--- src/rtl/lcd_serial_pkg.sv ---
// LCD serial link shared definitions.
// Frame layout, R/W encodings and responder states.
package lcd_serial_pkg;

  localparam int RW_BIT     = 0;
  localparam int ADDR_BITS  = 7;
  localparam int DATA_BITS  = 8;
  localparam int FRAME_BITS = 16;

  localparam logic RW_WRITE = 1'b0;
  localparam logic RW_READ  = 1'b1;

  typedef enum logic [2:0] {
    ST_IDLE,
    ST_CMD,
    ST_ADDR,
    ST_WR_DATA,
    ST_RD_DATA,
    ST_WAIT_CS
  } state_t;

endpackage

--- src/rtl/lcd_serial_responder_if.sv ---
// LCD serial link pins.
// Master drives clock/enable/data, responder drives return line.
interface lcd_serial_responder_if;
  logic i_sclk;
  logic i_csN;
  logic i_sdi;
  logic o_sdo;
  logic o_sdoEnable;

  modport master (
    output i_sclk, i_csN, i_sdi,
    input  o_sdo, o_sdoEnable
  );

  modport slave (
    input  i_sclk, i_csN, i_sdi,
    output o_sdo, o_sdoEnable
  );
endinterface

--- src/rtl/lcd_sync_edge.sv ---
// Multi-flop synchroniser with rise/fall pulses.
// Pulses come from the last two synchronised samples.
module lcd_sync_edge #(
  parameter int   STAGES  = 2,
  parameter logic RST_VAL = 1'b0
) (
  input  logic clk,
  input  logic rst_n,
  input  logic d,
  output logic q,
  output logic rise,
  output logic fall
);

  logic [STAGES-1:0] sync_q, sync_d;
  logic              prev_q, prev_d;

  // Shift the pin through the chain, keep one older sample.
  always_comb begin
    sync_d = {sync_q[STAGES-2:0], d};
    prev_d = sync_q[STAGES-1];
  end

  // Synchroniser and history registers.
  always_ff @(posedge clk or negedge rst_n) begin
    if (!rst_n) begin
      sync_q <= {STAGES{RST_VAL}};
      prev_q <= RST_VAL;
    end else begin
      sync_q <= sync_d;
      prev_q <= prev_d;
    end
  end

  assign q    = sync_q[STAGES-1];
  assign rise = q & ~prev_q;
  assign fall = ~q & prev_q;

endmodule

--- src/rtl/lcd_serial_responder.sv ---
// LCD serial link responder with register bank.
// Decodes write/read frames, returns read data MSB-first.
module lcd_serial_responder
  import lcd_serial_pkg::*;
#(
  parameter int         REG_COUNT   = 16,
  parameter int         SYNC_STAGES = 2,
  parameter logic [7:0] RESET_VALUE = 8'h00
) (
  input  logic          i_clock,
  input  logic          i_reset_n,
  lcd_serial_responder_if.slave lnk,
  output logic          o_busy,
  output logic          o_wrStrobe,
  output logic [6:0]    o_wrAddress,
  output logic [7:0]    o_wrData,
  output logic          o_rdStrobe,
  output logic          o_frameError
);

  localparam logic [3:0] ADDR_LAST = 4'(ADDR_BITS);
  localparam logic [3:0] FRAME_LAST = 4'(FRAME_BITS - 1);

  logic sclk_s, sclk_rise, sclk_fall;
  logic cs_s, cs_rise, cs_fall;

  lcd_sync_edge #(.STAGES(SYNC_STAGES), .RST_VAL(1'b0)) u_sclk (
    .clk  (i_clock),
    .rst_n(i_reset_n),
    .d    (lnk.i_sclk),
    .q    (sclk_s),
    .rise (sclk_rise),
    .fall (sclk_fall)
  );

  lcd_sync_edge #(.STAGES(SYNC_STAGES), .RST_VAL(1'b1)) u_cs (
    .clk  (i_clock),
    .rst_n(i_reset_n),
    .d    (lnk.i_csN),
    .q    (cs_s),
    .rise (cs_rise),
    .fall (cs_fall)
  );

  logic [SYNC_STAGES-1:0] sdi_sync_q, sdi_sync_d;
  logic                   sdi_s;

  // Data line needs only the synchroniser.
  always_comb begin
    sdi_sync_d = {sdi_sync_q[SYNC_STAGES-2:0], lnk.i_sdi};
  end

  // Data line synchroniser register.
  always_ff @(posedge i_clock or negedge i_reset_n) begin
    if (!i_reset_n) sdi_sync_q <= '0;
    else            sdi_sync_q <= sdi_sync_d;
  end

  assign sdi_s = sdi_sync_q[SYNC_STAGES-1];

  state_t     state_q, state_d;
  logic [3:0] bit_cnt_q, bit_cnt_d;
  logic       rw_q, rw_d;
  logic [6:0] addr_q, addr_d;
  logic [7:0] shift_q, shift_d;
  logic       busy_q, busy_d;
  logic       sdo_q, sdo_d;
  logic       sdo_en_q, sdo_en_d;
  logic       wr_stb_q, wr_stb_d;
  logic       rd_stb_q, rd_stb_d;
  logic       err_q, err_d;
  logic [6:0] wr_addr_q, wr_addr_d;
  logic [7:0] wr_data_q, wr_data_d;
  logic [7:0] bank_q [REG_COUNT];
  logic [7:0] bank_d [REG_COUNT];

  logic [6:0] addr_nxt;
  logic [7:0] data_nxt;
  logic [7:0] rd_val;
  logic       in_frame;
  logic       abort;
  logic       addr_done;
  logic       frame_done;
  logic       wr_impl;

  // Shared decode terms and the read-back mux.
  always_comb begin
    addr_nxt   = {addr_q[5:0], sdi_s};
    data_nxt   = {shift_q[6:0], sdi_s};
    in_frame   = (state_q == ST_CMD) ||
                 (state_q == ST_ADDR) ||
                 (state_q == ST_WR_DATA) ||
                 (state_q == ST_RD_DATA);
    abort      = cs_rise && in_frame;
    addr_done  = sclk_rise && (bit_cnt_q == ADDR_LAST);
    frame_done = sclk_rise && (bit_cnt_q == FRAME_LAST);
    wr_impl    = int'(addr_q) < REG_COUNT;
    rd_val     = 8'h00;
    for (int i = 0; i < REG_COUNT; i++) begin
      if (addr_nxt == 7'(i)) rd_val = bank_q[i];
    end
  end

  // State register.
  always_ff @(posedge i_clock or negedge i_reset_n) begin
    if (!i_reset_n) state_q <= ST_IDLE;
    else            state_q <= state_d;
  end

  // Next-state logic; an early csN rise aborts any frame.
  always_comb begin
    state_d = state_q;
    unique case (state_q)
      ST_IDLE:
        if (cs_fall && !sclk_s) state_d = ST_CMD;
      ST_CMD:
        if (sclk_rise) state_d = ST_ADDR;
      ST_ADDR:
        if (addr_done)
          state_d = (rw_q == RW_READ) ? ST_RD_DATA : ST_WR_DATA;
      ST_WR_DATA:
        if (frame_done) state_d = ST_WAIT_CS;
      ST_RD_DATA:
        if (frame_done) state_d = ST_WAIT_CS;
      ST_WAIT_CS:
        if (cs_s) state_d = ST_IDLE;
      default:
        state_d = ST_IDLE;
    endcase
    if (abort) state_d = ST_IDLE;
  end

  // Datapath and output pulses per state.
  always_comb begin
    bit_cnt_d = bit_cnt_q;
    rw_d      = rw_q;
    addr_d    = addr_q;
    shift_d   = shift_q;
    busy_d    = busy_q;
    sdo_d     = sdo_q;
    sdo_en_d  = sdo_en_q;
    wr_stb_d  = 1'b0;
    rd_stb_d  = 1'b0;
    err_d     = 1'b0;
    wr_addr_d = wr_addr_q;
    wr_data_d = wr_data_q;
    bank_d    = bank_q;
    unique case (state_q)
      ST_IDLE: begin
        if (cs_fall && !sclk_s) begin
          bit_cnt_d = '0;
          busy_d    = 1'b1;
        end
      end
      ST_CMD: begin
        if (sclk_rise) begin
          rw_d      = sdi_s;
          bit_cnt_d = bit_cnt_q + 4'd1;
        end
      end
      ST_ADDR: begin
        if (sclk_rise) begin
          addr_d    = addr_nxt;
          bit_cnt_d = bit_cnt_q + 4'd1;
        end
        if (addr_done && rw_q == RW_READ) begin
          rd_stb_d = 1'b1;
          shift_d  = rd_val;
        end
      end
      ST_WR_DATA: begin
        if (sclk_rise) begin
          shift_d   = data_nxt;
          bit_cnt_d = bit_cnt_q + 4'd1;
        end
        if (frame_done) begin
          if (wr_impl) begin
            wr_stb_d  = 1'b1;
            wr_addr_d = addr_q;
            wr_data_d = data_nxt;
            for (int i = 0; i < REG_COUNT; i++) begin
              if (addr_q == 7'(i)) bank_d[i] = data_nxt;
            end
          end else begin
            err_d = 1'b1;
          end
        end
      end
      ST_RD_DATA: begin
        if (sclk_fall) begin
          sdo_d    = shift_q[7];
          shift_d  = {shift_q[6:0], 1'b0};
          sdo_en_d = 1'b1;
        end
        if (sclk_rise) bit_cnt_d = bit_cnt_q + 4'd1;
        if (frame_done) begin
          sdo_d    = 1'b0;
          sdo_en_d = 1'b0;
        end
      end
      ST_WAIT_CS: begin
        sdo_d    = 1'b0;
        sdo_en_d = 1'b0;
        if (cs_s) busy_d = 1'b0;
      end
      default: begin
        busy_d = 1'b0;
      end
    endcase
    if (abort) begin
      busy_d    = 1'b0;
      sdo_d     = 1'b0;
      sdo_en_d  = 1'b0;
      err_d     = 1'b1;
      wr_stb_d  = 1'b0;
      rd_stb_d  = 1'b0;
      wr_addr_d = wr_addr_q;
      wr_data_d = wr_data_q;
      bank_d    = bank_q;
    end
  end

  // Datapath, output and register bank flops.
  always_ff @(posedge i_clock or negedge i_reset_n) begin
    if (!i_reset_n) begin
      bit_cnt_q <= '0;
      rw_q      <= 1'b0;
      addr_q    <= '0;
      shift_q   <= '0;
      busy_q    <= 1'b0;
      sdo_q     <= 1'b0;
      sdo_en_q  <= 1'b0;
      wr_stb_q  <= 1'b0;
      rd_stb_q  <= 1'b0;
      err_q     <= 1'b0;
      wr_addr_q <= '0;
      wr_data_q <= '0;
      for (int i = 0; i < REG_COUNT; i++) bank_q[i] <= RESET_VALUE;
    end else begin
      bit_cnt_q <= bit_cnt_d;
      rw_q      <= rw_d;
      addr_q    <= addr_d;
      shift_q   <= shift_d;
      busy_q    <= busy_d;
      sdo_q     <= sdo_d;
      sdo_en_q  <= sdo_en_d;
      wr_stb_q  <= wr_stb_d;
      rd_stb_q  <= rd_stb_d;
      err_q     <= err_d;
      wr_addr_q <= wr_addr_d;
      wr_data_q <= wr_data_d;
      for (int i = 0; i < REG_COUNT; i++) bank_q[i] <= bank_d[i];
    end
  end

  assign lnk.o_sdo       = sdo_q;
  assign lnk.o_sdoEnable = sdo_en_q;
  assign o_busy          = busy_q;
  assign o_wrStrobe      = wr_stb_q;
  assign o_wrAddress     = wr_addr_q;
  assign o_wrData        = wr_data_q;
  assign o_rdStrobe      = rd_stb_q;
  assign o_frameError    = err_q;

endmodule
--- src/flat_wrapper.sv ---
// flat-port wrapper written by rule: the top's interface ports become plain ports
module lcd_serial_responder_flat import lcd_serial_pkg::*;
#(
  parameter int         REG_COUNT   = 16,
  parameter int         SYNC_STAGES = 2,
  parameter logic [7:0] RESET_VALUE = 8'h00
)
  (i_clock, i_reset_n, o_busy, o_wrStrobe, o_wrAddress, o_wrData, o_rdStrobe, o_frameError, lnk_i_sclk, lnk_i_csN, lnk_i_sdi, lnk_o_sdo, lnk_o_sdoEnable);
  lcd_serial_responder_if lnk_i ();
  input  logic i_clock;
  input  logic i_reset_n;
  output logic o_busy;
  output logic o_wrStrobe;
  output logic [6:0] o_wrAddress;
  output logic [7:0] o_wrData;
  output logic o_rdStrobe;
  output logic o_frameError;
  input wire logic [$bits(lnk_i.i_sclk)-1:0] lnk_i_sclk;
  input wire logic [$bits(lnk_i.i_csN)-1:0] lnk_i_csN;
  input wire logic [$bits(lnk_i.i_sdi)-1:0] lnk_i_sdi;
  output wire logic [$bits(lnk_i.o_sdo)-1:0] lnk_o_sdo;
  output wire logic [$bits(lnk_i.o_sdoEnable)-1:0] lnk_o_sdoEnable;
  assign lnk_i.i_sclk = lnk_i_sclk;
  assign lnk_i.i_csN = lnk_i_csN;
  assign lnk_i.i_sdi = lnk_i_sdi;
  assign lnk_o_sdo = lnk_i.o_sdo;
  assign lnk_o_sdoEnable = lnk_i.o_sdoEnable;
  lcd_serial_responder #(.REG_COUNT(REG_COUNT), .SYNC_STAGES(SYNC_STAGES), .RESET_VALUE(RESET_VALUE)) u_core (.i_clock(i_clock), .i_reset_n(i_reset_n), .lnk(lnk_i), .o_busy(o_busy), .o_wrStrobe(o_wrStrobe), .o_wrAddress(o_wrAddress), .o_wrData(o_wrData), .o_rdStrobe(o_rdStrobe), .o_frameError(o_frameError));
endmodule
--- config.mk ---
export PLATFORM = sky130hd
export DESIGN_NAME = lcd_serial_responder_flat
export DESIGN_NICKNAME = d
export VERILOG_FILES = /design/src/rtl/lcd_serial_pkg.sv /design/src/rtl/lcd_serial_responder_if.sv /design/src/rtl/lcd_sync_edge.sv /design/src/rtl/lcd_serial_responder.sv /design/src/flat_wrapper.sv
export SDC_FILE = /design/constraint.sdc
export NUM_CORES = 1
export LEC_CHECK = 0
export BUFFER_PORTS_ARGS = -buffer_cell sky130_fd_sc_hd__buf_2
export CORE_ASPECT_RATIO = 1.4
export CORE_MARGIN = 4
export CORE_UTILIZATION = 62
export CTS_CLUSTER_SIZE = 12
export DETAILED_ROUTE_END_ITERATION = 10
export PLACE_DENSITY_LB_ADDON = 0.05
export SLEW_MARGIN = 20
export SYNTH_ARGS = -nofsm -noshare
export SYNTH_HDL_FRONTEND = slang
export SYNTH_SLANG_ARGS = --single-unit
--- constraint.sdc ---
create_clock -name i_clock -period 5.43 [get_ports i_clock]
set_clock_uncertainty 0.2 [all_clocks]
set_input_delay 0.543 -clock i_clock [delete_from_list [all_inputs] [get_ports i_clock]]
set_output_delay 0.543 -clock i_clock [all_outputs]
set_load 0.05 [all_outputs]
==> metrics.csv, run 1 <==
metric,value,unit
syn_area,0.00852,mm^2
combPwrFrac,20.6,%
synth_flop_cell,dfrtp_1,
die_area,0.0157,mm^2
p_clk_share,35.3,%
drc,0,
syn_to_final_growth,10.5,%
p_switching,1400,uW
viasPerCell,6.66,
synth_edf_count,0,
die_h,147,um
routabilityCongestion,0.957,
critPathLaunchType,flop,
post-cts-setup-buffer-count,0,
tightest_slew,880,ps
hold_slack,-39.7,ps
io_pins,26,
cp_max_fo,23,
core_area,0.0135,mm^2
violations,negative hold slack,
synth_cells,723,
rows,50,
period_needed,3320,ps
p_seq_share,44.2,%
placed_area,0.00874,mm^2
syn_nets,729,
design_area,0.00942,mm^2
clock_latency,440,ps
async_reset_ff_share,100,%
cts_sinks,180,
cts_resized,0,
pwr_density_cell,410,mW/mm^2
p_int,2460,uW
tns,0,ps
outcome,"finished, violations left",
antenna_found_initial,0,
synth_area_leaders,"dfrtp_1 (52%), mux2_2 (17%), mux2i_1 (2.8%)",
grt_pass1_wl,36100,um
first_iter_violations,612,
cts_inserted_buffers,17,
hold_path_class,in2async,
route.final.wire_length,22500,um
grt_start_max_net_pins,93,
diodes,0,
yosysSeqAreaShare,52.9,%
num_vias,6083,
crit_required,5550,ps
final_cell_mix,"dfrtp_1 (176), mux2_2 (132), nand2_1 (36), nor2_1 (35), o21ai_0 (33)",
groute.usage.overall,30.3,%
finalSetupViolCount,0,
layout_commonest_cell,dfrtp_1,
synth_largest_area_cell,dfrtp_1,
wire_per_inst,24.6,um
start_util,63.4,%
ys_warn_count,0,
hold_viol,16,
avgSynthCellArea,11.8,um^2
cts_tree,done,
min_period_over_period,61.2,%
switching_share,36.2,%
synth.distinct_cells,59,
io_buffers,25,
maxCapViolCount,0,
finalMaxSlewViolations,0,
ys_seq_elements,180,
dp_hpwl,14900,um
leakagePower,0.00444,uW
first_global_vias,6291,
nFillCells,1003,
cp-end-kind,flop,
htree_levels,4,
drtAntennaViolNets,0,
dr.pass1.iters,6,
arrival,3440,ps
fmax,301,MHz
peakVddDrop,0.285,mV
clockBufferDepth,2,
clk_pin_slew,70,ps
rsz0062_at_grt,no,
nets,725,
die_w,107,um
drive_above_1_share,30.2,%
synth.top_cell.area_share,52.0,%
root_buffer,clkbuf_16,
grt_overflow_total,0,
path_class,reg2reg,
maxSlewHeadroom,39.8,%
==> state kept, by name, summed over array words and instances, names as in the netlist <==
name	flops
u_core.bank_q	128
u_core.o_wrData	8
u_core.shift_q	8
u_core.addr_q	7
u_core.o_wrAddress	7
u_core.bit_cnt_q	4
u_core.state_q	3
u_core.sdi_sync_q	2
u_core.u_cs.sync_q	2
u_core.u_sclk.sync_q	2
u_core.lnk.o_sdo	1
u_core.lnk.o_sdoEnable	1
u_core.o_busy	1
u_core.o_frameError	1
u_core.o_rdStrobe	1
u_core.o_wrStrobe	1
u_core.rw_q	1
u_core.u_cs.prev_q	1
u_core.u_sclk.prev_q	1
==> worst max-delay path: stages, from the launching register on <==
cell and delay (ps):
dfrtp_1 580, nand3b_1 280, or3_1 400, nor3b_4 180, buf_4 350, nand3b_2 210, or3_1 590, mux2_1 400
==> timing repair <==
action	4_1_cts	5_1_grt
endpoints found under the hold margin	1	0
setup endpoints to repair	0	0
hold buffers	1	0
==> power by group through the flow <==
stage	registers [uW]	clock network (uW)	logic, uW
finish	1700	1360	794
global route	1710	1430	854
CTS	1690	1370	775
detailed placement	1720	0	768
global placement	1710	0	762
floorplan	1500	0	660
==> cells in the mapped netlist, types with 11 or more instances <==
cell,number
dfrtp_1,177
mux2_2,132
nand2_1,36
clkbuf_1,35
nor2_1,35
o21ai_0,33
a21oi_1,28
mux2i_1,24
mux2_1,15
nand3_1,15
nor2b_1,15
buf_1,14
inv_1,11
==> layer usage <==
layer / GRT usage, % / vias up / part of all wire, %
met5: 0 / - / 0
met4: 12.7 / 0 / 3.9
met3: 6.02 / 66 / 5.4
met2: 51.4 / 244 / 52
met1: 37.9 / 3128 / 39
li1: - / 2645 / -
==> worst paths after layout <==
path / cells after the start / to / start / slack (ps)
worst min-delay path: 1 / u_core.u_sclk.sync_q[0] / i_reset_n / -40
worst max register to register: 7 / u_core.bank_q[57] / u_core.state_q[2] / 2110
worst min register to register: 0 / u_core.u_sclk.sync_q[1] / u_core.u_sclk.sync_q[0] / 150
worst max-delay path: 7 / u_core.bank_q[57] / u_core.state_q[2] / 2110
min in group i_clock: 1 / u_core.u_sclk.sync_q[0] / lnk_i_sclk / 0
max in group asynchronous: 2 / u_core.sdi_sync_q[1] / i_reset_n / 3760
==> logic make-up (layout without fill, tap and decap cells) <==
kind of cell | count (synthesis) | in the layout | synth area share (%)
flops | 180 | 180 | 52.9
mux | 175 | 175 | 23.3
simple gates | 166 | 166 | 10.3
compound gates | 130 | 130 | 9.89
buf+inv | 68 | 77 | 3.11
fa+ha+maj | 2 | 2 | 0.264
xor+xnor | 2 | 2 | 0.206
==> area by class of cell <==
class | count | area (um^2) | share of cell area, %
sequential | 180 | 4510 | 47.9
inverter | 11 | 41.3 | 0.438
timing repair buffer | 34 | 214 | 2.27
clock inverter | 15 | 238 | 2.52
tap | 182 | 228 | 2.42
multi-input combinational | 475 | 3770 | 40.0
clock buffer | 17 | 425 | 4.52
==> stage by stage <==
step	cells	util [%]	power [uW]	worst slack, ps
floorplan	723	-	2160	2830
global placement	881	65.0	2470	1940
detailed placement	881	65.0	2490	1890
CTS	914	70.0	3830	1800
global route	914	70.0	3990	1960
finish	914	70.0	3860	2110
(Power assumes the default switching activity.)
==> run 2, diff against run 1 <==
--- a/config.mk
+++ b/config.mk
@@ -8,7 +8,7 @@
 export BUFFER_PORTS_ARGS = -buffer_cell sky130_fd_sc_hd__buf_2
 export CORE_ASPECT_RATIO = 1.4
 export CORE_MARGIN = 4
-export CORE_UTILIZATION = 62
+export CORE_UTILIZATION = 56
 export CTS_CLUSTER_SIZE = 12
 export DETAILED_ROUTE_END_ITERATION = 10
 export PLACE_DENSITY_LB_ADDON = 0.05
==> constraint.sdc (replaced) <==
create_clock -name i_clock -period 2.7 [get_ports i_clock]
set_clock_uncertainty 0.2 [all_clocks]
set_input_delay 0.27 -clock i_clock [delete_from_list [all_inputs] [get_ports i_clock]]
set_output_delay 0.27 -clock i_clock [all_outputs]
set_load 0.05 [all_outputs]
==> run 2 against run 1 <==
Compared with the run above: the flow now finishes without violations; worst hold slack improved by 190 ps; setup slack got worse by 2000 ps; die area increased by 10%; via count increased by 3.6%; design area increased by 6.9%; global-route usage decreased by 1.7 points; register-to-register slack got worse by 2000 ps; largest cell class unchanged; non-clock buffer count increased by 72; sequential share of layout area decreased by 3.1 points; fmax increased by 27%; combinational power increased by 150%.
==> metrics.csv, run 2 (synthesis gave the netlist of run 1 again) <==
metric,value,unit,change
viasPerCell,6.33,,-4.9%
cpLargestDelayFamily,compound AO/OA/AOI/OAI gates,,
hp-start,u_core.sdi_sync_q[0],,
clockBufferDepth,2,,unchanged
drtAntennaViolNets,0,,unchanged
tightest_slew,920,ps,+40.0 ps
maxCapViolCount,0,,unchanged
hold_depth,0,,
cp-end-kind,flop,,
outcome,"finished, final reports clean",,
hold_path_class,reg2reg,,
dr.pass1.iters,5,,-1
groute.usage.overall,28.6,%,-1.7 points
cts_tree,done,,
route.final.wire_length,23600,um,+4.8%
drc,0,,unchanged
cts_sinks,180,,unchanged
design_area,0.0101,mm^2,+6.9%
start_util,56.9,%,-6.5 points
cp_slowest_stage_delay,590,ps,about the same
cts_inserted_buffers,17,,unchanged
die_w,112,um,+4.8%
htree_levels,4,,unchanged
reg2reg_depth,7,,unchanged
nFillCells,1130,,+13%
placed_area,0.00932,mm^2,+6.6%
largest_reg_flops,128,,unchanged
path_class,reg2reg,,
num_vias,6302,,+3.6%
wire_per_inst,23.7,um,-3.8%
diodes,0,,unchanged
peakVddDrop,0.497,mV,+74%
io_buffers,25,,unchanged
layout_commonest_cell,dfrtp_1,,
cp_max_fo,7,,-70%
antenna_found_initial,0,,unchanged
crit_path_top_delay_cell,a2111oi_0,,
finalSetupViolCount,0,,unchanged
arrival,2710,ps,-730 ps
first_iter_violations,722,,+18%
die_h,154,um,+4.9%
regMostFlops,u_core.bank_q,,
die_area,0.0173,mm^2,+10%
pwr_density_cell,781,mW/mm^2,+91%
crit_chain,"nor4b_4, nand2_1, a211oi_1, a21oi_1, a2111oi_0, buf_4, o311ai_0",,
period_needed,2610,ps,-710 ps
min_period_over_period,96.7,%,+36 points
reg2reg_from,u_core.addr_q[4],,
first_global_vias,6565,,+4.4%
syn_to_final_growth,18.1,%,
fmax,383,MHz,+27%
hold_end,u_core.sdi_sync_q[1],,
clk_pin_slew,70,ps,about the same
fin_util,67.2,%,-2.8 points
root_buffer,clkbuf_16,,
io_pins,26,,unchanged
critPathLaunchType,flop,,
crit_buf_inv,1,,unchanged
r2r_end,u_core.shift_q[1],,
final_cell_mix,"dfrtp_1 (174), mux2_2 (132), buf_4 (66), nand2_1 (36), nor2_1 (35)",,
grt_start_max_net_pins,72,,-23%
leakagePower,0.00480,uW,+8.1%
hold_viol,0,,-16
routabilityCongestion,0.979,,+2.3%
finalMaxSlewViolations,0,,unchanged
drive_above_1_share,37.2,%,+7.0 points
nets,797,,+9.9%
crit_required,2800,ps,-2750 ps
dp_hpwl,16300,um,+9.2%
ff2ff_setup_slack,90,ps,-2020 ps
rows,53,,+6.0%
grt_pass1_wl,38000,um,+5.5%
core_area,0.0150,mm^2,+11%
clock_latency,430,ps,about the same
maxSlewHeadroom,38.7,%,-1.1 points
grt_overflow_total,0,,unchanged
-- run 2: worst register-to-register path, cell delays in order (launching register included) --
cell       delay [ps]
dfrtp_1           470
nor4b_4           410
nand2_1           170
a211oi_1          220
a21oi_1            70
a2111oi_0         590
buf_4             220
o311ai_0          120
-- run 2: layout make-up --
cell class | count | area (um^2) | share of cell area [%]
clock buffer | 17 | 425 | 4.22
sequential | 180 | 4510 | 44.8
timing repair buffer | 106 | 855 | 8.49
tap | 192 | 240 | 2.39
clock inverter | 15 | 184 | 1.83
inverter | 11 | 41.3 | 0.410
multi-input combinational | 475 | 3810 | 37.9
-- run 2: metal layers --
layer / vias up / routed length (um) / GRT usage, %
met5: - / 0 / 0
met4: 0 / 823 / 11.6
met3: 66 / 1000 / 3.74
met2: 251 / 12100 / 49.2
met1: 3202 / 9660 / 36.6
li1: 2783 / - / -
-- run 2: power breakdown --
part	total (uW)	switching (uW)	internal [uW]
Clock	2530	1190	1340
Combinational	1960	1210	756
Sequential	3370	545	2830
Total	7870	2940	4920
-- run 2: worst max-delay path by stage --
stage               slack [ps]  depth (start not counted)           startpoint           endpoint
global route                -8                          9    u_core.state_q[2]  u_core.bank_q[44]
detailed placement        -130                          7  u_core.bit_cnt_q[1]  u_core.bank_q[63]
CTS                         10                         10  u_core.bit_cnt_q[0]  u_core.bank_q[36]
floorplan                  100                          8  u_core.bit_cnt_q[0]  u_core.bank_q[88]
finish                      90                          7     u_core.addr_q[4]  u_core.shift_q[1]
global placement           -10                          7  u_core.bit_cnt_q[0]  u_core.bank_q[91]
-- run 2: metrics by stage --
step           setup slack [ps]  total power (uW)  TNS (ps)  cells  hold slack (ps)
2_1_floorplan              95.1              4340         0    723             -226
3_3_place_gp              -10.2              5220     -74.7    956              117
3_5_place_dp               -133              5260     -6050    956              120
4_1_cts                    10.5              7800         0    994              158
5_1_grt                   -7.62              8200     -11.2    996              171
6_report                   88.9              7870         0    996              155
-- run 2: repair_timing --
item                       in CTS  in global routing
hold buffers                    4                  0
hold endpoints to repair       67                  0
setup buffers                   2                  2
pin swaps                       1                  1
resized for setup               9                  8
setup endpoints to repair     120                110
